<file path="src/rtl/fetch_unit.sv">
// fetch_unit: instruction fetch stage. Holds the PC, issues reads to instruction
// memory, buffers returned words in a small prefetch queue tagged with their PC
// and presents the queue head to decode over a valid/ready handshake.
`timescale 1ns/1ps

module fetch_unit #(
  parameter int                    WORD_SIZE   = 19,
  parameter int                    ADDR_WIDTH  = 19,
  parameter int                    QUEUE_DEPTH = 4,
  parameter logic [ADDR_WIDTH-1:0] RESET_PC    = '0
) (
  input  logic                             clk,
  input  logic                             rst_n,
  input  logic                             en,
  input  logic                             redirect_valid,
  input  logic [ADDR_WIDTH-1:0]            redirect_addr,
  output logic                             im_rd_en,
  output logic [ADDR_WIDTH-1:0]            im_addr,
  input  logic [WORD_SIZE-1:0]             im_instr,
  output logic                             instr_valid,
  input  logic                             instr_ready,
  output logic [WORD_SIZE-1:0]             instr_data,
  output logic [ADDR_WIDTH-1:0]            instr_pc,
  output logic [$clog2(QUEUE_DEPTH):0]     queue_count
);

  localparam int PW  = $clog2(QUEUE_DEPTH);
  localparam int CW  = PW + 1;
  localparam int CW1 = CW + 1;

  typedef enum logic [1:0] {IDLE, RUN, STALL} state_t;

  state_t                state_q, state_d;
  logic [ADDR_WIDTH-1:0] pc_q, pc_d;
  logic [ADDR_WIDTH-1:0] tag_q, tag_d;
  logic                  inflight_q, inflight_d;
  logic [PW-1:0]         head_q, head_d;
  logic [PW-1:0]         tail_q, tail_d;
  logic [CW-1:0]         count_q, count_d;
  logic [WORD_SIZE-1:0]  qdata_q [QUEUE_DEPTH];
  logic [ADDR_WIDTH-1:0] qpc_q   [QUEUE_DEPTH];

  logic                  issue;
  logic                  push;
  logic                  pop;
  logic [CW:0]           used_now;
  logic [CW:0]           used_next;

  // Handshake decisions: credit counts queued words plus the one in flight, and a redirect suppresses issue, response capture and pop.
  always_comb begin
    used_now = {1'b0, count_q} + CW1'(inflight_q);
    issue    = en & (state_q != IDLE) & ~redirect_valid & (used_now < CW1'(QUEUE_DEPTH));
    push     = inflight_q & ~redirect_valid;
    pop      = (count_q != '0) & instr_ready & ~redirect_valid;
  end

  // Next-state computation for PC, in-flight tracking, queue pointers, occupancy and fetch state.
  always_comb begin
    pc_d       = pc_q;
    tag_d      = tag_q;
    inflight_d = issue;
    head_d     = head_q;
    tail_d     = tail_q;
    count_d    = count_q;
    state_d    = state_q;
    if (redirect_valid) begin
      pc_d    = redirect_addr;
      count_d = '0;
      head_d  = tail_q;
    end else begin
      if (issue) begin
        pc_d  = pc_q + 1'b1;
        tag_d = pc_q;
      end
      if (push) tail_d = tail_q + 1'b1;
      if (pop)  head_d = head_q + 1'b1;
      count_d = count_q + CW'(push) - CW'(pop);
    end
    used_next = {1'b0, count_d} + CW1'(inflight_d);
    if (!en)                              state_d = IDLE;
    else if (state_q == IDLE)             state_d = RUN;
    else if (used_next >= CW1'(QUEUE_DEPTH)) state_d = STALL;
    else                                  state_d = RUN;
  end

  // State registers and prefetch queue storage; reset discards any pending memory response.
  always_ff @(posedge clk or negedge rst_n) begin
    if (!rst_n) begin
      state_q    <= IDLE;
      pc_q       <= RESET_PC;
      tag_q      <= '0;
      inflight_q <= 1'b0;
      head_q     <= '0;
      tail_q     <= '0;
      count_q    <= '0;
      for (int i = 0; i < QUEUE_DEPTH; i++) begin
        qdata_q[i] <= '0;
        qpc_q[i]   <= '0;
      end
    end else begin
      state_q    <= state_d;
      pc_q       <= pc_d;
      tag_q      <= tag_d;
      inflight_q <= inflight_d;
      head_q     <= head_d;
      tail_q     <= tail_d;
      count_q    <= count_d;
      if (push) begin
        qdata_q[tail_q] <= im_instr;
        qpc_q[tail_q]   <= tag_q;
      end
    end
  end

  assign im_rd_en    = issue;
  assign im_addr     = pc_q;
  assign instr_valid = (count_q != '0);
  assign instr_data  = qdata_q[head_q];
  assign instr_pc    = qpc_q[head_q];
  assign queue_count = count_q;

  a_no_overflow : assert property (@(posedge clk) disable iff (!rst_n)
    !(push && !pop && (count_q == CW'(QUEUE_DEPTH))));

endmodule

</file>
<file path="config.mk">
export PLATFORM = sky130hd
export DESIGN_NAME = fetch_unit
export DESIGN_NICKNAME = d
export VERILOG_FILES = /design/src/rtl/fetch_unit.sv
export SDC_FILE = /design/constraint.sdc
export NUM_CORES = 1
export LEC_CHECK = 0
export CORE_MARGIN = 1.5
export CORE_UTILIZATION = 50
export DETAILED_ROUTE_END_ITERATION = 16
export GPL_TIMING_DRIVEN = 0
export PLACE_DENSITY = 0.79
export SETUP_SLACK_MARGIN = 0.1
export SLEW_MARGIN = 10
export SYNTH_ARGS = -nofsm -noshare
export SYNTH_HDL_FRONTEND = slang
export SYNTH_SLANG_ARGS = --single-unit
export TNS_END_PERCENT = 1
</file>
<file path="constraint.sdc">
create_clock -name clk -period 4.1 [get_ports clk]
set_input_delay 0.41 -clock clk [delete_from_list [all_inputs] [get_ports clk]]
set_output_delay 0.41 -clock clk [all_outputs]
set_load 0.01 [all_outputs]
</file>
==> impl_metrics.csv, run 1 <==
group,metric,value,unit
critical_path,crit_buf_inv,2,
routing,drtPass1Iterations,7,
job,max_cap_violations,0,
routing,drtAntennaViolNets,0,
clock_network,cts_max_path_buffers,2,
grt,grt_max_degree,104,
power,peakVddDrop,0.000397,V
synth,synth-seq-cells,200,
synth,syn-num-nets,666,
grt,grt_pass1_vias,6177,
routing,route.detailed.drc,0,
sta,tightest_slew,1.19,ns
finish,drive_above_1_share,0.352,
routing,vias,5827,
synth,netlist.area_leader.share,0.554,
die,start_util,0.517,
power,cellLeakagePower,0.00488,uW
clock_network,clock_latency,0.43,ns
critical_path,crit-reg2reg-launch,"queue_count[1]",
clock_network,cts_tree,"yes",
synth,avgSynthCellArea,14.7,um^2
synth,synth_ff_type,"dfrtp_1",
sta,drv_slew,0,
clock_network,clock-root-buffer,"clkbuf_16",
synth,synth-edff-count,0,
grt,grt_use_total,0.228,
critical_path,setup.worst_path.end_class,"primary output",
synth,synthCells,614,
critical_path,slowest_stage,"clkdlybuf4s50_1",
clock_network,cts_sinks,200,
routing,vias_per_cell,5.96,
clock_network,path_clk_slew,0.06,ns
synth,yosysWarnings,0,
critical_path,critPathMaxStageDelay,0.60,ns
routing,avgRoutedWirePerCell,20.4,um
sta,slew_headroom,0.199,
synth,synth_cell_types,44,
finish,stdcell_count,978,
critical_path,worstPathMaxFanout,11,
critical_path,critPathTopFamily,"buffers and inverters",
critical_path,startpoint_type,"register",
synth,synthArstFlopShare,1.00,
critical_path,cp_cell_sequence,"ha_1, o211a_1, mux2_4, nor3_1, buf_2, clkdlybuf4s50_1",
grt,grt_pass1_wl,32600,um
finish,nFillCells,1232,
synth,yosys.area.top_type,"dfrtp_1",
critical_path,worstSetupPathType,"reg -> out",
die,num_io_pins,105,
die,rows,48,
sta,rsz0062_at_grt,"no",
clock_network,post-cts-setup-buffers,0,
die,fp.dieH,137,um
power,combPwrFrac,0.362,
placed_design,place_inst,945,
placed_design,placed_cell_area,0.0104,mm^2
placed_design,gp_congestion,1.02,
critical_path,worstSetupStartpoint,"queue_count[2]",
clock_network,cts_made_buffers,17,
finish,syn2layout_area_growth,22.2,%
power,p_int,5560,uW
finish,stdcell_area,0.0110,mm^2
finish,num-nets-final,792,
power,design_power_total,7860,uW
run_status,outcome,"finished, final reports clean",
sta,timing.final.crit_share,0.814,
die,core,0.0175,mm^2
worst_hold_path,hp-class,"in -> async",
sta,min_period,3.34,ns
sta,fmax,0.300,GHz
grt,antenna_found_initial,0,
die,die_area,0.0189,mm^2
routing,routed_wl,20000,um
grt,overflow,0,
critical_path,critPathArrivalTime,2.93,ns
power,p_sw_frac,0.293,
placed_design,io_buffers,104,
power,switchingPower,2300,uW
power,p_per_area,712,mW/mm^2
placed_design,dp_hpwl,13900,um
sta,setup_viol_count_final,0,
finish,n_antenna_cell,0,
sta,finalHoldViolCount,0,
synth,synth.top_cells.by_area,"dfrtp_1, mux2_2, mux4_2",
sta,skew,0.00604,ns
clock_network,htree_levels,4,
power,p_clk_frac,0.216,
routing,drt_iter0_drc,341,
synth,ys_seq_area_frac,0.554,
power,sequentialPowerShare,0.421,
die,die_w,137,um
synth,synth_area,0.00903,mm^2
critical_path,required,3.69,ns
==> cell families after synthesis <==
kind of cell,count (synthesis),synth area share
adders and majority gates,9,0.0133
buffers and inverters,50,0.0245
and+or+nand+nor,90,0.0535
DFF,200,0.554
AOI/OAI and AO/OA,50,0.0399
muxes,211,0.311
xor gates and xnor gates,4,0.00388
==> state kept, by name, summed over array words and instances, names as in the netlist <==
| name | count |
|---|---|
| qdata_q | 76 |
| tail_q | 2 |
| queue_count | 3 |
| tag_q | 19 |
| im_addr | 19 |
| state_q | 2 |
| qpc_q | 76 |
| inflight_q | 1 |
| head_q | 2 |
==> through the flow <==
step / hold slack [ns] / util / setup TNS, ns / worst slack (ns)
6_report: 0.409 / 0.631 / 0 / 0.761
5_1_grt: 0.419 / 0.631 / 0 / 0.597
4_1_cts: 0.403 / 0.631 / 0 / 0.760
3_5_place_dp: 0.269 / 0.596 / 0 / 0.379
3_3_place_gp: 0.481 / 0.592 / -990.27 / -4.96
2_1_floorplan: 0.114 / - / 0 / 1.58
==> final timing paths <==
path	to	slack, ns	depth (start not counted)
max in group asynchronous	qpc_q[29]	2.59	4
max reg2reg	state_q[0]	1.33	11
min in group clk	qdata_q[3]	0.50	1
min reg2reg	qdata_q[3]	0.50	1
min	qdata_q[38]	0.41	2
max	im_rd_en	0.76	6
==> timing repair <==
item | 4_1_cts | 5_1_grt
resized for setup | 0 | 0
endpoints found under the hold margin | 26 | 0
hold buffers | 1 | 0
endpoints found under the setup margin | 0 | 0
==> layer usage <==
metal | GRT usage | vias up | part of all wire
met4 | 0.0836 | 0 | 0.017
met2 | 0.389 | 250 | 0.51
met5 | 0 | - | 0
met3 | 0.0449 | 33 | 0.060
met1 | 0.291 | 2985 | 0.41
li1 | - | 2559 | -
==> synth_stat cells (all sizes together) (2+ instances only) <==
master	instances
and3	3
ha	8
xor2	2
clkbuf	17
dfrtp	200
o31ai	8
mux4	38
nor4	2
or4	8
xnor2	2
a41o	3
and2	4
or3	5
nor2	22
and4	5
o2111ai	4
nor2b	3
buf	22
nand2	16
inv	11
mux2	172
a31oi	15
o21ai	9
nand3	12
nor4b	2
nand4	5
o21a	2
==> cells in the final DEF (no fill, tap or decap), types with 4 or more instances in the layout <==
cell,n
o21ai_0,9
and4_1,5
nor2_1,22
o31ai_1,8
nand2_1,16
dfrtp_1,200
mux2_2,171
mux4_2,38
o2111ai_1,4
a31oi_1,15
clkbuf_16,17
nand3_1,12
nand4_1,5
or3_1,5
clkdlybuf4s50_1,103
clkinv_2,6
buf_2,21
clkbuf_8,4
inv_1,11
ha_1,8
clkbuf_1,19
or4_1,8
==> cell type report <==
type / instances / area [um^2] / share of cell area
buffer: 39 / 180 / 0.0163
clock buffer: 23 / 488 / 0.0442
clock inverter: 9 / 120 / 0.0109
inverter: 11 / 41.3 / 0.00374
multi-input combinational: 364 / 3800 / 0.345
sequential: 200 / 5000 / 0.454
tap: 225 / 282 / 0.0255
timing repair buffer: 107 / 1110 / 0.101
==> power by group through the flow <==
stage | Sequential [uW] | Clock (uW) | Combinational (uW)
final | 3310 | 1700 | 2850
after global routing | 3410 | 1830 | 3070
after CTS | 3310 | 1730 | 2900
after detailed placement | 3330 | 0 | 2890
after global placement | 3230 | 0 | 2800
after floorplan | 3130 | 0 | 1790
(Power assumes the default switching activity.)
==> run 2, diff against run 1 <==
- clock period: 4.1 -> 3.5 ns (I/O delays scaled with it)
==> impl_metrics.csv, run 2 (synthesized netlist as in run 1, its figures left out) <==
group,metric,value,unit
job,max_cap_violations,0,
critical_path,setup.worst_path.end_class,"register",
critical_path,crit-reg2reg-launch,"queue_count[1]",
clock_network,clock-root-buffer,"clkbuf_16",
critical_path,worstPathMaxFanout,10,
die,rows,48,
finish,layout_commonest_cell,"dfrtp_1",
sta,slew_headroom,0.175,
sta,drv_slew,0,
routing,vias_per_cell,5.95,
routing,routed_wl,20000,um
run_status,outcome,"finished, final reports clean",
grt,overflow,0,
die,fp.dieH,137,um
finish,drive_above_1_share,0.352,
critical_path,critPathArrivalTime,3.57,ns
clock_network,cts_tree,"yes",
critical_path,cp_cell_sequence,"clkdlybuf4s50_1, clkbuf_1, clkbuf_1, nor2_1, ha_1, inv_1, ha_1, inv_1, fa_1, nor2_1, a31oi_1, o21a_1",
placed_design,preCtsSetupSlack,-0.161,ns
grt,antenna_found_initial,0,
critical_path,reg2reg_depth,11,
finish,n_antenna_cell,0,
sta,finalHoldViolCount,0,
power,peakVddDrop,0.000465,V
power,p_per_area,835,mW/mm^2
clock_network,post-cts-setup-buffers,0,
critical_path,reg2reg_to,"state_q[0]",
finish,layout_common_cells,"dfrtp_1, mux2_2, clkdlybuf4s50_1",
routing,route.detailed.drc,0,
sta,tns,0,ns
finish,stdcell_count,978,
clock_network,clock_latency,0.43,ns
critical_path,rrSetupSlack,0.72,ns
routing,drtPass1Iterations,5,
grt,grt_use_total,0.228,
worst_hold_path,hp-class,"in -> async",
sta,whs,0.347,ns
die,num_io_pins,105,
grt,grt_pass1_wl,32600,um
clock_network,cts_max_path_buffers,2,
sta,min_period,3.25,ns
clock_network,cts_made_buffers,17,
routing,avgRoutedWirePerCell,20.5,um
placed_design,io_buffers,104,
placed_design,dp_hpwl,13900,um
grt,grt_pass1_vias,6177,
sta,tightest_slew,1.22,ns
die,start_util,0.517,
die,die_w,137,um
critical_path,critPathMaxStageDelay,0.60,ns
finish,top_regs,"qdata_q: 76 flops, qpc_q: 76 flops",
finish,seq_area,0.00500,mm^2
clock_network,cts_sinks,200,
clock_network,htree_levels,4,
placed_design,place_inst,945,
finish,syn2layout_area_growth,22.2,%
sta,setup_viol_count_final,0,
critical_path,slowest_stage,"clkdlybuf4s50_1",
sta,skew,0.00609,ns
sta,rsz0062_at_grt,"no",
finish,utilization,0.631,
die,core,0.0175,mm^2
routing,drt_iter0_drc,316,
finish,multi_input_area,0.00380,mm^2
critical_path,startpoint_type,"input port",
sta,fmax,0.308,GHz
grt,grt_max_degree,104,
sta,timing.final.crit_share,0.929,
finish,num-nets-final,792,
power,cellLeakagePower,0.00488,uW
finish,nFillCells,1231,
routing,vias,5822,
critical_path,critPathTopFamily,"buffers and inverters",
sta,fin_ws,0.250,ns
critical_path,crit_buf_inv,5,
clock_network,path_clk_slew,0.06,ns
critical_path,worstSetupPathType,"in -> reg",
routing,drtAntennaViolNets,0,
die,die_area,0.0189,mm^2
placed_design,gp_congestion,1.02,
critical_path,required,3.82,ns
run 2: cell count changes in the layout (fill, tap and decap cells not counted):
cell	delta
clkbuf_4	+1
buf_2	-1
run 2: layout make-up:
type                    instances  area share
repair buffers                107       0.101
inverters                      11     0.00374
plain buffers                  39      0.0166
multi-input cells             364       0.345
flip-flops and latches        200       0.454
clock buffers                  23      0.0442
well taps                     225      0.0255
clock inverters                 9      0.0109
run 2: where the power goes:
part           switching (uW)  internal [uW]  total, uW
clock network             800           1190       1990
registers                 632           3250       3880
logic                    1270           2070       3340
total                    2700           6510       9210
run 2: per-layer routing:
layer | up-vias | track usage | wire (um)
met5 | - | 0 | 0
met1 | 3001 | 0.291 | 8320
met2 | 229 | 0.389 | 10200
met3 | 33 | 0.0449 | 1190
met4 | 0 | 0.0836 | 345
li1 | 2559 | - | -
run 2: worst max-delay path by stage:
stage,endpoint,start,cells past startpoint,slack (ns)
floorplan,state_q[0],queue_count[1],12,0.98
global placement,im_addr[5],rst_n,1,-5.50
detailed placement,state_q[0],redirect_valid,12,-0.16
CTS,im_rd_en,queue_count[1],6,0.22
global route,state_q[0],redirect_valid,12,0.11
finish,state_q[0],redirect_valid,12,0.25
run 2: repair_timing:
| item | in CTS | in global routing |
|---|---|---|
| hold endpoints to repair | 26 | 0 |
| hold buffers | 1 | 0 |
| setup endpoints to repair | 0 | 1 |
| gates resized for setup | 0 | 1 |
run 2: per-stage QoR:
| step | area, um^2 | power [uW] |
|---|---|---|
| finish | 11000 | 9210 |
| CTS | 11000 | 9300 |
| detailed placement | 10400 | 7290 |
| floorplan | 9030 | 5760 |
| global route | 11000 | 9740 |
| global placement | 10400 | 7060 |
